File: src/rtl/cu_mon_pkg.sv
// Shared controller-monitor definitions: opcode/EXE encodings, expected-value
// table, mismatch-mask bit positions and monitor state encoding.
package cu_mon_pkg;

  localparam int OP_CODE_LEN = 6;
  localparam int EXE_CMD_LEN = 4;

  localparam logic [OP_CODE_LEN-1:0] OP_NOP  = 6'b000000;
  localparam logic [OP_CODE_LEN-1:0] OP_ADD  = 6'b000001;
  localparam logic [OP_CODE_LEN-1:0] OP_SUB  = 6'b000011;
  localparam logic [OP_CODE_LEN-1:0] OP_AND  = 6'b000101;
  localparam logic [OP_CODE_LEN-1:0] OP_OR   = 6'b000110;
  localparam logic [OP_CODE_LEN-1:0] OP_NOR  = 6'b000111;
  localparam logic [OP_CODE_LEN-1:0] OP_XOR  = 6'b001000;
  localparam logic [OP_CODE_LEN-1:0] OP_SLA  = 6'b001001;
  localparam logic [OP_CODE_LEN-1:0] OP_SLL  = 6'b001010;
  localparam logic [OP_CODE_LEN-1:0] OP_SRA  = 6'b001011;
  localparam logic [OP_CODE_LEN-1:0] OP_SRL  = 6'b001100;
  localparam logic [OP_CODE_LEN-1:0] OP_ADDI = 6'b100000;
  localparam logic [OP_CODE_LEN-1:0] OP_SUBI = 6'b100001;
  localparam logic [OP_CODE_LEN-1:0] OP_LD   = 6'b100100;
  localparam logic [OP_CODE_LEN-1:0] OP_ST   = 6'b100101;
  localparam logic [OP_CODE_LEN-1:0] OP_BEZ  = 6'b101000;
  localparam logic [OP_CODE_LEN-1:0] OP_BNE  = 6'b101001;
  localparam logic [OP_CODE_LEN-1:0] OP_JMP  = 6'b101010;

  localparam logic [EXE_CMD_LEN-1:0] EXE_ADD          = 4'b0000;
  localparam logic [EXE_CMD_LEN-1:0] EXE_SUB          = 4'b0010;
  localparam logic [EXE_CMD_LEN-1:0] EXE_AND          = 4'b0100;
  localparam logic [EXE_CMD_LEN-1:0] EXE_OR           = 4'b0101;
  localparam logic [EXE_CMD_LEN-1:0] EXE_NOR          = 4'b0110;
  localparam logic [EXE_CMD_LEN-1:0] EXE_XOR          = 4'b0111;
  localparam logic [EXE_CMD_LEN-1:0] EXE_SLA          = 4'b1000;
  localparam logic [EXE_CMD_LEN-1:0] EXE_SLL          = 4'b1000;
  localparam logic [EXE_CMD_LEN-1:0] EXE_SRA          = 4'b1001;
  localparam logic [EXE_CMD_LEN-1:0] EXE_SRL          = 4'b1010;
  localparam logic [EXE_CMD_LEN-1:0] EXE_NO_OPERATION = 4'b1111;

  localparam int MB_EXE  = 4;
  localparam int MB_IMM  = 3;
  localparam int MB_WB   = 2;
  localparam int MB_MEMR = 1;
  localparam int MB_MEMW = 0;

  typedef enum logic [1:0] {
    ST_IDLE = 2'd0,
    ST_RUN  = 2'd1,
    ST_HALT = 2'd2
  } mon_state_t;

  typedef struct packed {
    logic [EXE_CMD_LEN-1:0] exe;
    logic                   imm;
    logic                   wb;
    logic                   mem_r;
    logic                   mem_w;
    logic                   imm_dc;
    logic                   mem_r_dc;
  } exp_t;

  typedef struct packed {
    logic [OP_CODE_LEN-1:0] op;
    exp_t                   fld;
  } sample_t;

  // Hazard bubbles are checked for every opcode; otherwise only table entries.
  function automatic logic op_checked(input logic [OP_CODE_LEN-1:0] op, input logic hazard);
    logic ok;
    case (op)
      OP_ADD, OP_SUB, OP_SLA, OP_SRA, OP_AND, OP_OR, OP_NOR, OP_XOR,
      OP_SLL, OP_SRL, OP_ADDI, OP_SUBI, OP_LD, OP_ST: ok = 1'b1;
      default:                                        ok = 1'b0;
    endcase
    return ok || hazard;
  endfunction

  function automatic exp_t exp_lookup(input logic [OP_CODE_LEN-1:0] op, input logic hazard);
    exp_t e;
    e     = '0;
    e.exe = EXE_NO_OPERATION;
    if (hazard) begin
      e.imm_dc   = 1'b1;
      e.mem_r_dc = 1'b1;
    end else begin
      e.wb = 1'b1;
      case (op)
        OP_ADD:  e.exe = EXE_ADD;
        OP_SUB:  e.exe = EXE_SUB;
        OP_SLA:  e.exe = EXE_SLA;
        OP_SRA:  e.exe = EXE_SRA;
        OP_AND:  e.exe = EXE_AND;
        OP_OR:   e.exe = EXE_OR;
        OP_NOR:  e.exe = EXE_NOR;
        OP_XOR:  e.exe = EXE_XOR;
        OP_SLL:  e.exe = EXE_SLL;
        OP_SRL:  e.exe = EXE_SRL;
        OP_ADDI: begin e.exe = EXE_ADD; e.imm = 1'b1; end
        OP_SUBI: begin e.exe = EXE_SUB; e.imm = 1'b1; end
        OP_LD:   begin e.exe = EXE_ADD; e.imm = 1'b1; e.mem_r = 1'b1; end
        OP_ST:   begin e.exe = EXE_ADD; e.imm = 1'b1; e.wb = 1'b0; e.mem_w = 1'b1; end
        default: e.wb = 1'b0;
      endcase
    end
    return e;
  endfunction

endpackage

File: src/rtl/cu_mon_pipe.sv
// Fixed-latency delay line for monitor samples: a valid bit plus an opaque
// payload, flushable in one cycle.
module cu_mon_pipe #(
  parameter int LATENCY = 1,
  parameter int W       = 1
) (
  input  logic         clk,
  input  logic         rst,
  input  logic         flush_i,
  input  logic         valid_i,
  input  logic [W-1:0] data_i,
  output logic         valid_o,
  output logic [W-1:0] data_o
);

  logic [LATENCY-1:0] valid_q;
  logic [W-1:0]       data_q [LATENCY];

  always_ff @(posedge clk or posedge rst) begin
    if (rst) begin
      valid_q <= '0;
    end else if (flush_i) begin
      valid_q <= '0;
    end else begin
      valid_q[0] <= valid_i;
      for (int i = 1; i < LATENCY; i++) valid_q[i] <= valid_q[i-1];
    end
  end

  // NOTE: payload storage is only ever read when its valid bit is set, so it
  // carries no reset; this keeps it a plain register array.
  always_ff @(posedge clk) begin
    data_q[0] <= data_i;
    for (int i = 1; i < LATENCY; i++) data_q[i] <= data_q[i-1];
  end

  assign valid_o = valid_q[LATENCY-1];
  assign data_o  = data_q[LATENCY-1];

endmodule

File: src/rtl/cu_ctrl_monitor.sv
// Observation-only checker: samples opcode/hazard, and LATENCY cycles later
// compares the live controller outputs against the expected-value table.
module cu_ctrl_monitor
  import cu_mon_pkg::*;
#(
  parameter int LATENCY     = 1,
  parameter int CNT_W       = 16,
  parameter int STOP_ON_ERR = 0
) (
  input  logic                   clk,
  input  logic                   rst,
  input  logic                   enable,
  input  logic                   clear,
  input  logic [OP_CODE_LEN-1:0] opCode,
  input  logic                   hazard_detected,
  input  logic [EXE_CMD_LEN-1:0] EXE_CMD,
  input  logic                   Is_Imm,
  input  logic                   WB_EN,
  input  logic                   MEM_R_EN,
  input  logic                   MEM_W_EN,
  output logic                   err,
  output logic [CNT_W-1:0]       err_count,
  output logic [CNT_W-1:0]       chk_count,
  output logic [OP_CODE_LEN-1:0] first_err_op,
  output logic [4:0]             first_err_mask,
  output logic [1:0]             state
);

  mon_state_t             state_q;
  logic                   err_q;
  logic [CNT_W-1:0]       err_cnt_q, err_cnt_d;
  logic [CNT_W-1:0]       chk_cnt_q, chk_cnt_d;
  logic [OP_CODE_LEN-1:0] first_op_q;
  logic [4:0]             first_mask_q, mask_d;

  sample_t smp_in, smp_out;
  logic    smp_in_valid, smp_out_valid;
  logic    do_check, mismatch, halt_entry;

  assign smp_in       = '{op: opCode, fld: exp_lookup(opCode, hazard_detected)};
  assign smp_in_valid = (state_q == ST_RUN) && op_checked(opCode, hazard_detected);

  cu_mon_pipe #(
    .LATENCY (LATENCY),
    .W       ($bits(sample_t))
  ) u_pipe (
    .clk     (clk),
    .rst     (rst),
    .flush_i (clear || halt_entry),
    .valid_i (smp_in_valid),
    .data_i  (smp_in),
    .valid_o (smp_out_valid),
    .data_o  (smp_out)
  );

  // NOTE: combinational blocks use blocking assignments and give every output
  // a default first, so no latch can be inferred.
  always_comb begin
    mask_d          = '0;
    mask_d[MB_EXE]  = (EXE_CMD != smp_out.fld.exe);
    mask_d[MB_IMM]  = !smp_out.fld.imm_dc && (Is_Imm != smp_out.fld.imm);
    mask_d[MB_WB]   = (WB_EN != smp_out.fld.wb);
    mask_d[MB_MEMR] = !smp_out.fld.mem_r_dc && (MEM_R_EN != smp_out.fld.mem_r);
    mask_d[MB_MEMW] = (MEM_W_EN != smp_out.fld.mem_w);
  end

  assign do_check   = smp_out_valid && (state_q != ST_HALT) && !clear;
  assign mismatch   = do_check && (|mask_d);
  assign halt_entry = mismatch && (STOP_ON_ERR != 0) && (state_q == ST_RUN);
  assign chk_cnt_d  = (chk_cnt_q == '1) ? chk_cnt_q : chk_cnt_q + CNT_W'(1);
  assign err_cnt_d  = (err_cnt_q == '1) ? err_cnt_q : err_cnt_q + CNT_W'(1);

  always_ff @(posedge clk or posedge rst) begin
    if (rst) begin
      state_q      <= ST_IDLE;
      err_q        <= 1'b0;
      err_cnt_q    <= '0;
      chk_cnt_q    <= '0;
      first_op_q   <= '0;
      first_mask_q <= '0;
    end else if (clear) begin
      state_q      <= ST_IDLE;
      err_q        <= 1'b0;
      err_cnt_q    <= '0;
      chk_cnt_q    <= '0;
      first_op_q   <= '0;
      first_mask_q <= '0;
    end else begin
      if (do_check) chk_cnt_q <= chk_cnt_d;
      if (mismatch) begin
        err_cnt_q <= err_cnt_d;
        err_q     <= 1'b1;
        if (!err_q) begin
          first_op_q   <= smp_out.op;
          first_mask_q <= mask_d;
        end
      end
      // HALT is left only through clear, handled above.
      case (state_q)
        ST_IDLE: if (enable) state_q <= ST_RUN;
        ST_RUN: begin
          if (halt_entry)   state_q <= ST_HALT;
          else if (!enable) state_q <= ST_IDLE;
        end
        ST_HALT: state_q <= ST_HALT;
        default: state_q <= ST_IDLE;
      endcase
    end
  end

  assign err            = err_q;
  assign err_count      = err_cnt_q;
  assign chk_count      = chk_cnt_q;
  assign first_err_op   = first_op_q;
  assign first_err_mask = first_mask_q;
  assign state          = state_q;

endmodule

File: config.mk
export PLATFORM = sky130hd
export DESIGN_NAME = cu_ctrl_monitor
export DESIGN_NICKNAME = d
export VERILOG_FILES = /design/src/rtl/cu_mon_pkg.sv /design/src/rtl/cu_mon_pipe.sv /design/src/rtl/cu_ctrl_monitor.sv
export SDC_FILE = /design/constraint.sdc
export NUM_CORES = 1
export LEC_CHECK = 0
export BUFFER_PORTS_ARGS = -buffer_cell sky130_fd_sc_hd__buf_2
export CORE_MARGIN = 2
export CORE_UTILIZATION = 25
export CTS_BUF_LIST = sky130_fd_sc_hd__clkbuf_4
export CTS_CLUSTER_DIAMETER = 150
export DETAILED_ROUTE_END_ITERATION = 8
export PLACE_DENSITY = 0.52
export SETUP_SLACK_MARGIN = 0.02
export SLEW_MARGIN = 20
export SYNTH_ARGS = -nofsm -noshare
export SYNTH_HDL_FRONTEND = slang
export SYNTH_HIERARCHICAL = 1
export SYNTH_SLANG_ARGS = --single-unit
File: constraint.sdc
create_clock -name clk -period 2.8 [get_ports clk]
set_input_delay 0 -clock clk [delete_from_list [all_inputs] [get_ports clk]]
set_output_delay 0 -clock clk [all_outputs]
set_load 0.01 [all_outputs]
# [Word-level counts from Yosys, hierarchy flattened]
# Memories as Yosys holds them, arrays and structs flattened.
# Cells that the tools add are included.
[word_totals] regBits=47 mem_count=2 wordCells=89 romBits=64 ram_bits=16 input_bits=19
[mem_list] name="(no name shown)" words=64 width=1 rd=1 rd_ports_with_merged_regs=0 wr=0 line="cu_mon_pkg.sv:69" rtl="case (op)"
[mem_list] name="u_pipe.data_q" words=1 width=16 rd=1 rd_ports_with_merged_regs=0 wr=1 line="cu_mon_pipe.sv:17" rtl="logic [W-1:0] data_q [LATENCY];"
[classes] n_eq_ne=29 n_reduce_logical=23 mux=26 addsub=2
[ops] cell="two-way mux 16 bit" count=6
[ops] cell="one-hot mux 4 bit (9 select lines)" count=1
[ops] cell="adder 16 x 1 -> 16 bit (second input constant)" count=2
[ops] cell="equality test 16 bit (second input constant)" count=2
[ops] cell="equality test 6 x 4 -> 1 bit (second input constant)" count=5
[ops] cell="equality test 6 bit (second input constant)" count=4
[ops] cell="equality test 6 x 3 -> 1 bit (second input constant)" count=3
[ops] cell="two-way mux 6 bit" count=3
[ops] cell="two-way mux 5 bit" count=3
[ops] cell="OR reduction 13 bit" count=1
[ops] cell="two-way mux 2 bit" count=4
[ops] cell="two-way mux 8 bit" count=1
[ops] cell="inequality test 2 bit (second input constant)" count=4
[ops] cell="AND reduction 2 bit" count=4
[ops] cell="OR reduction 4 bit" count=2
[ops] cell="two-way mux 1 bit" count=7
[ops] cell="equality test 6 x 1 -> 1 bit (second input constant)" count=1
[ops] cell="equality test 6 x 2 -> 1 bit (second input constant)" count=1
[ops] cell="logical AND 1 bit" count=6
[ops] cell="inequality test 3 bit (second input constant)" count=2
[ops] cell="one-hot mux 2 bit (3 select lines)" count=1
[ops] cell="OR reduction 5 bit" count=1
[ops] cell="inequality test 1 bit" count=4
[ops] cell="inequality test 4 bit" count=1
[ops] cell="other kinds (7)" count=11

# [Logic depth before layout (Yosys ltp)]
# An unclocked memory read counts as a cell.
[logic_depth] depth_word=7 depth_mapped=7 mapped_depth_nobuf=6

# [By module]
# Netlist, hierarchy kept.
[by_module_without_submodules] module="cu_ctrl_monitor" cells_each=316 seq_area_each_um2=1151.1 instances=1 area_each_um2=2812.7
[by_module_without_submodules] module="cu_mon_pipe" cells_each=19 seq_area_each_um2=345.3 instances=1 area_each_um2=362.8

# [Worst setup path before layout]
# No wires, ideal clock.
[synth_timing] kind="reg-to-reg" from="reg chk_cnt_q[0] (netlist: chk_count[0])" to="reg chk_cnt_q[15] (netlist: chk_count[15])" setup_ns=0.132 path_stages_with_launch=8 synth_period_minus_slack_ns=1.809 path_slack_ns=0.991 arrival_ns=1.677 n_path_buf=1 path_cell_list="dfrtp_1 ha_1 and4_1 nor3b_1 clkbuf_1 nor4_1 xnor2_1 nor2_1"
[synth_between] elab_chain_len=4
[synth_lines] element="from (decl)" line="cu_ctrl_monitor.sv:32" rtl="logic [CNT_W-1:0] chk_cnt_q, chk_cnt_d;"
[synth_lines] element="from (signal assigned)" line="cu_ctrl_monitor.sv:89" rtl="if (do_check) chk_cnt_q <= chk_cnt_d;"
[synth_lines] element="adder 16 x 1 -> 16 bit" line="cu_ctrl_monitor.sv:70" rtl="assign chk_cnt_d = (chk_cnt_q == '1) ? chk_cnt_q : chk_cnt_q + CNT_W'(1);"
[synth_lines] element="two-way mux 16 bit" line="cu_ctrl_monitor.sv:70"
[synth_lines] element="two-way mux 16 bit" line="cu_ctrl_monitor.sv:89"
[synth_lines] element="two-way mux 16 bit" line="cu_ctrl_monitor.sv:81" rtl="end else if (clear) begin"
# Parallel ways exist; a longest one is shown, timed or not. The select of a mux whose other input is x is not followed.
# A chain may end at the register's enable or synchronous reset.

# [Worst setup path after layout]
[layout_timing] from="reg chk_cnt_q[0] (netlist: chk_count[0])" to="reg chk_cnt_q[1] (netlist: chk_count[1])"
# The elaborated chain is that of the path after synthesis.

==> flow_summary.rst <==
.. list-table::
   :header-rows: 1

   * - Metric
     - Value
   * - Setup repair after global routing missed its margin
     - no
   * - Tot GR Track Use
     - around 12%
   * - Detailed-placement wirelength estimate
     - 5700 um
   * - Data arrival time of the critical path
     - 2330 ps
   * - Vias per inst
     - 4.66
   * - Minimum setup slack in the final design
     - between 700 and 800 ps
   * - Buffers from clock root to sink, at most
     - 2
   * - Amount of wire on met3 after detailed routing
     - ~630 um
   * - Number of distinct library cells after synthesis
     - 53
   * - Total global routing overflow
     - 0
   * - Maximum achievable frequency
     - just under 0.5 GHz
   * - Register area share after synthesis
     - 47.1%
   * - Max-cap violation count
     - 0
   * - Met1 Wirelength
     - 3650 um
   * - Net switching power
     - 444 uW
   * - Die boundary height
     - approximately 120 um
   * - Area inside the core boundary
     - 12,500 um^2
   * - Required @ worst endpoint
     - 3100 ps
   * - Via total after detailed routing
     - around 2,700
   * - Highest routed layer
     - met4
   * - Number of clock buffers inserted by TritonCTS
     - 9
   * - Critical Path End Type
     - flip-flop
   * - Synth warn
     - 6
   * - Average footprint of a synthesized cell
     - between 9 and 10 um^2
   * - Cell accounting for the most synthesized area
     - sky130_fd_sc_hd__dfrtp_1
   * - First drt pass iteration count
     - 4
   * - Initial DRC Count
     - 74
   * - Total length of routed wires
     - 7930 um
   * - Synthesized cell area
     - 3180 um^2
   * - Clock skew
     - between 15 and 20 ps
   * - Port buffer count
     - 64
   * - Kind of cell with the highest combined delay on the critical path
     - simple AND/OR/NAND/NOR gates
   * - Die width
     - 117 um
   * - Transition time at the pin with the least slew margin
     - approximately 850 ps
   * - Status
     - complete, no violations
   * - Power per cell area
     - about 430 nW/um^2
   * - Post-CTS Setup Bufs
     - 0
   * - Post-synthesis sequential element count
     - 63
   * - CTS H-tree depth
     - 3
   * - Number of pins with negative max-slew slack in the final report
     - 0
   * - Clock root cell
     - sky130_fd_sc_hd__clkbuf_4
   * - Area overhead of the layout relative to synthesis
     - 23.2%
   * - Minimum setup slack after placement
     - 801 ps
   * - Tot Pwr
     - about 1.7 mW
   * - Number of nets with antenna violations after detailed routing
     - 0
   * - Number of nets in the finished design
     - 431
   * - Longest individual stage delay on the worst path
     - approximately 480 ps
   * - Clock transition at the register clock pins on the worst setup and hold paths after CTS
     - 110 ps
   * - Post-route setup TNS
     - 0 ps
   * - Worst-path cell chain
     - ha_1, and4_1, nor3b_1, buf_4, a21oi_1, mux2i_1, nor2_1
   * - Startpoint Class
     - flip-flop
   * - Clock group share of total power
     - 35.9%
   * - Final core utilization
     - 31.3%
   * - Timing startpoint of the critical path
     - chk_count[0]
   * - Number of diodes added for antenna fixing
     - 0
   * - Largest vdd supply drop
     - 189 uV
   * - Origin of the worst min-delay path
     - clear
   * - Antenna violations before repair
     - 0
   * - DRC Markers
     - 0
   * - Sequential Power Share
     - ~55%
   * - Worst r2r src
     - chk_count[0]
   * - Biggest area contributors in the synthesized netlist
     - sky130_fd_sc_hd__dfrtp_1 (37%), sky130_fd_sc_hd__dfxtp_1 (10%), sky130_fd_sc_hd__xnor2_1 (6.1%)
   * - Rel. slew slack
     - 43.6%
   * - Fraction of power spent switching nets
     - a little over a quarter
   * - Largest net degree at the start of global routing
     - 47
   * - Detailed-routed wire length on met2
     - 3480 um
   * - Wire length of the first global-routing pass
     - 12,800 um
   * - Start-to-end type of the worst setup path
     - reg -> reg
   * - Static leakage power
     - about 1.7 nW
   * - Fin crit period
     - 2030 ps
   * - Final Wtd Congestion
     - slightly below 0.9
   * - Average wire length per cell after detail routing
     - 13.5 um
   * - Die footprint
     - 13,600 um^2
   * - Combinational cell fraction of total power
     - 9.1%
   * - IO Count
     - 65
   * - Period utilisation layout
     - 72.6%
   * - CP Buf/Inv Count
     - 1
   * - Net Count, Synth
     - 356
   * - Final setup violation count
     - 0
   * - Critical-path maximum fanout
     - 7
   * - Synth top area share
     - 37.0%
   * - Starting density of the core
     - 25.4%
   * - Worst min path class
     - in -> reg
   * - Fraction of layout cells with a size suffix above 1
     - ~23%
   * - Pint
     - 1.25 mW
   * - Cell count after synthesis
     - around 340
   * - CTS tree
     - built
   * - Floorplan row count
     - about 40
   * - Slowest cell on crit path
     - sky130_fd_sc_hd__nor3b_1
   * - Vias in the first global route
     - 2,512
   * - Final Hold Fails
     - 0
   * - TritonCTS Sinks
     - 63
   * - Worst-skew pair later-pin latency
     - 420 ps
-- per-layer routing --
| layer | vias up | global-route usage (%) |
|---|---|---|
| met4 | 0 | 5.65 |
| met2 | 72 | 17.9 |
| met5 | - | 0 |
| met1 | 1289 | 16.1 |
| met3 | 13 | 4.26 |
| li1 | 1360 | - |
-- cell families (layout without fill, tap and decap cells) --
kind of cell | count (synthesis) | in the layout | share of synthesized area, %
xor+xnor | 22 | 22 | 6.07
flops | 63 | 63 | 47.1
mux | 12 | 12 | 4.06
fa+ha+maj | 2 | 2 | 0.788
simple gates | 147 | 147 | 24.8
compound gates | 65 | 65 | 13.9
buf+inv | 24 | 104 | 3.23
-- sequential cells by signal, indices dropped and copies added (netlist names) --
name	flops
first_err_mask	5
u_pipe/valid_o	1
err	1
err_count	16
state	2
u_pipe/data_q	16
first_err_op	6
chk_count	16
-- per-stage QoR --
step	hold slack [ps]	area [um^2]	cells
floorplan	-271	3180	335
CTS	38.4	3910	587
detailed placement	-132	3660	559
finish	56.7	3910	587
global placement	-128	3660	559
global route	68.8	3910	587
-- cell usage in the layout, fill, tap and decap left out, types with 3 or more instances in the layout --
master,Yosys,routed
sky130_fd_sc_hd__nor2_1,39,39
sky130_fd_sc_hd__nand2b_1,6,6
sky130_fd_sc_hd__clkbuf_4,0,10
sky130_fd_sc_hd__o21ai_0,7,7
sky130_fd_sc_hd__clkinv_1,0,3
sky130_fd_sc_hd__and3_1,6,6
sky130_fd_sc_hd__dfxtp_1,16,16
sky130_fd_sc_hd__o31ai_1,11,11
sky130_fd_sc_hd__nor3_1,8,8
sky130_fd_sc_hd__or4_1,10,10
sky130_fd_sc_hd__nor4_1,6,6
sky130_fd_sc_hd__nor2b_1,6,6
sky130_fd_sc_hd__and4_1,3,3
sky130_fd_sc_hd__nand4_1,9,9
sky130_fd_sc_hd__inv_1,9,8
sky130_fd_sc_hd__xnor2_1,22,22
sky130_fd_sc_hd__dfrtp_1,47,47
sky130_fd_sc_hd__a21oi_1,26,26
sky130_fd_sc_hd__nand2_1,23,23
sky130_fd_sc_hd__mux2i_1,8,8
sky130_fd_sc_hd__a211oi_1,5,5
sky130_fd_sc_hd__dlygate4sd3_1,0,12
sky130_fd_sc_hd__buf_4,1,3
sky130_fd_sc_hd__clkinv_2,0,3
sky130_fd_sc_hd__or3_1,6,6
sky130_fd_sc_hd__nand3_1,11,11
sky130_fd_sc_hd__a31oi_1,3,3
sky130_fd_sc_hd__buf_2,1,64
-- final cells by class --
class	instances	area (um^2)
clock inverter	6	51.3
inverter	9	35.0
timing repair buffer	79	463
clock buffer	10	75.1
sequential	63	1500
tap	172	215
multi-input combinational	248	1580
fill	1348	8600
-- power by group through the flow --
stage | clock network, mW | registers, mW | logic, mW
after floorplan | 0 | 0.953 | 0.0928
after global placement | 0 | 0.951 | 0.143
after detailed placement | 0 | 0.952 | 0.145
after CTS | 0.637 | 0.933 | 0.158
after global routing | 0.684 | 0.936 | 0.175
final | 0.611 | 0.933 | 0.155
-- Yosys cell counts (all sizes together) --
cell type	n
nor2b	7
nor3b	2
a31oi	3
dfxtp	16
a2bb2oi	1
or3	6
and3	6
buf	5
nand2	24
mux2i	8
nand3b	1
inv	9
and2	3
nor2	40
nor4b	1
o32ai	2
a2111oi	2
a22oi	2
o22ai	2
dfrtp	47
o31ai	13
o21ai	7
a211oi	5
and3b	1
nor3	9
ha	2
nand4	10
o32a	1
o41ai	1
nand3	11
or4	10
nor4	6
xnor2	22
a21oi	26
mux2	4
or2	1
clkbuf	10
and4	3
nand2b	6
-- path summary, 6_finish.rpt --
check / endpoint / slack (ps) / cells after the start
setup / recovery: chk_count[1] / 770 / 7
hold / removal: chk_count[12] / 60 / 2
setup reg to reg: chk_count[1] / 770 / 7
hold reg to reg: first_err_op[3] / 480 / 2
max in group asynchronous: first_err_mask[1] / 2010 / 3
min in group asynchronous: err_count[9] / 270 / 3
-- what timing repair did --
action,CTS,global route
gates resized for setup,0,0
hold buffers,12,0
endpoints found under the hold margin,66,0
No activity file was read; power rests on OpenSTA's default activity.
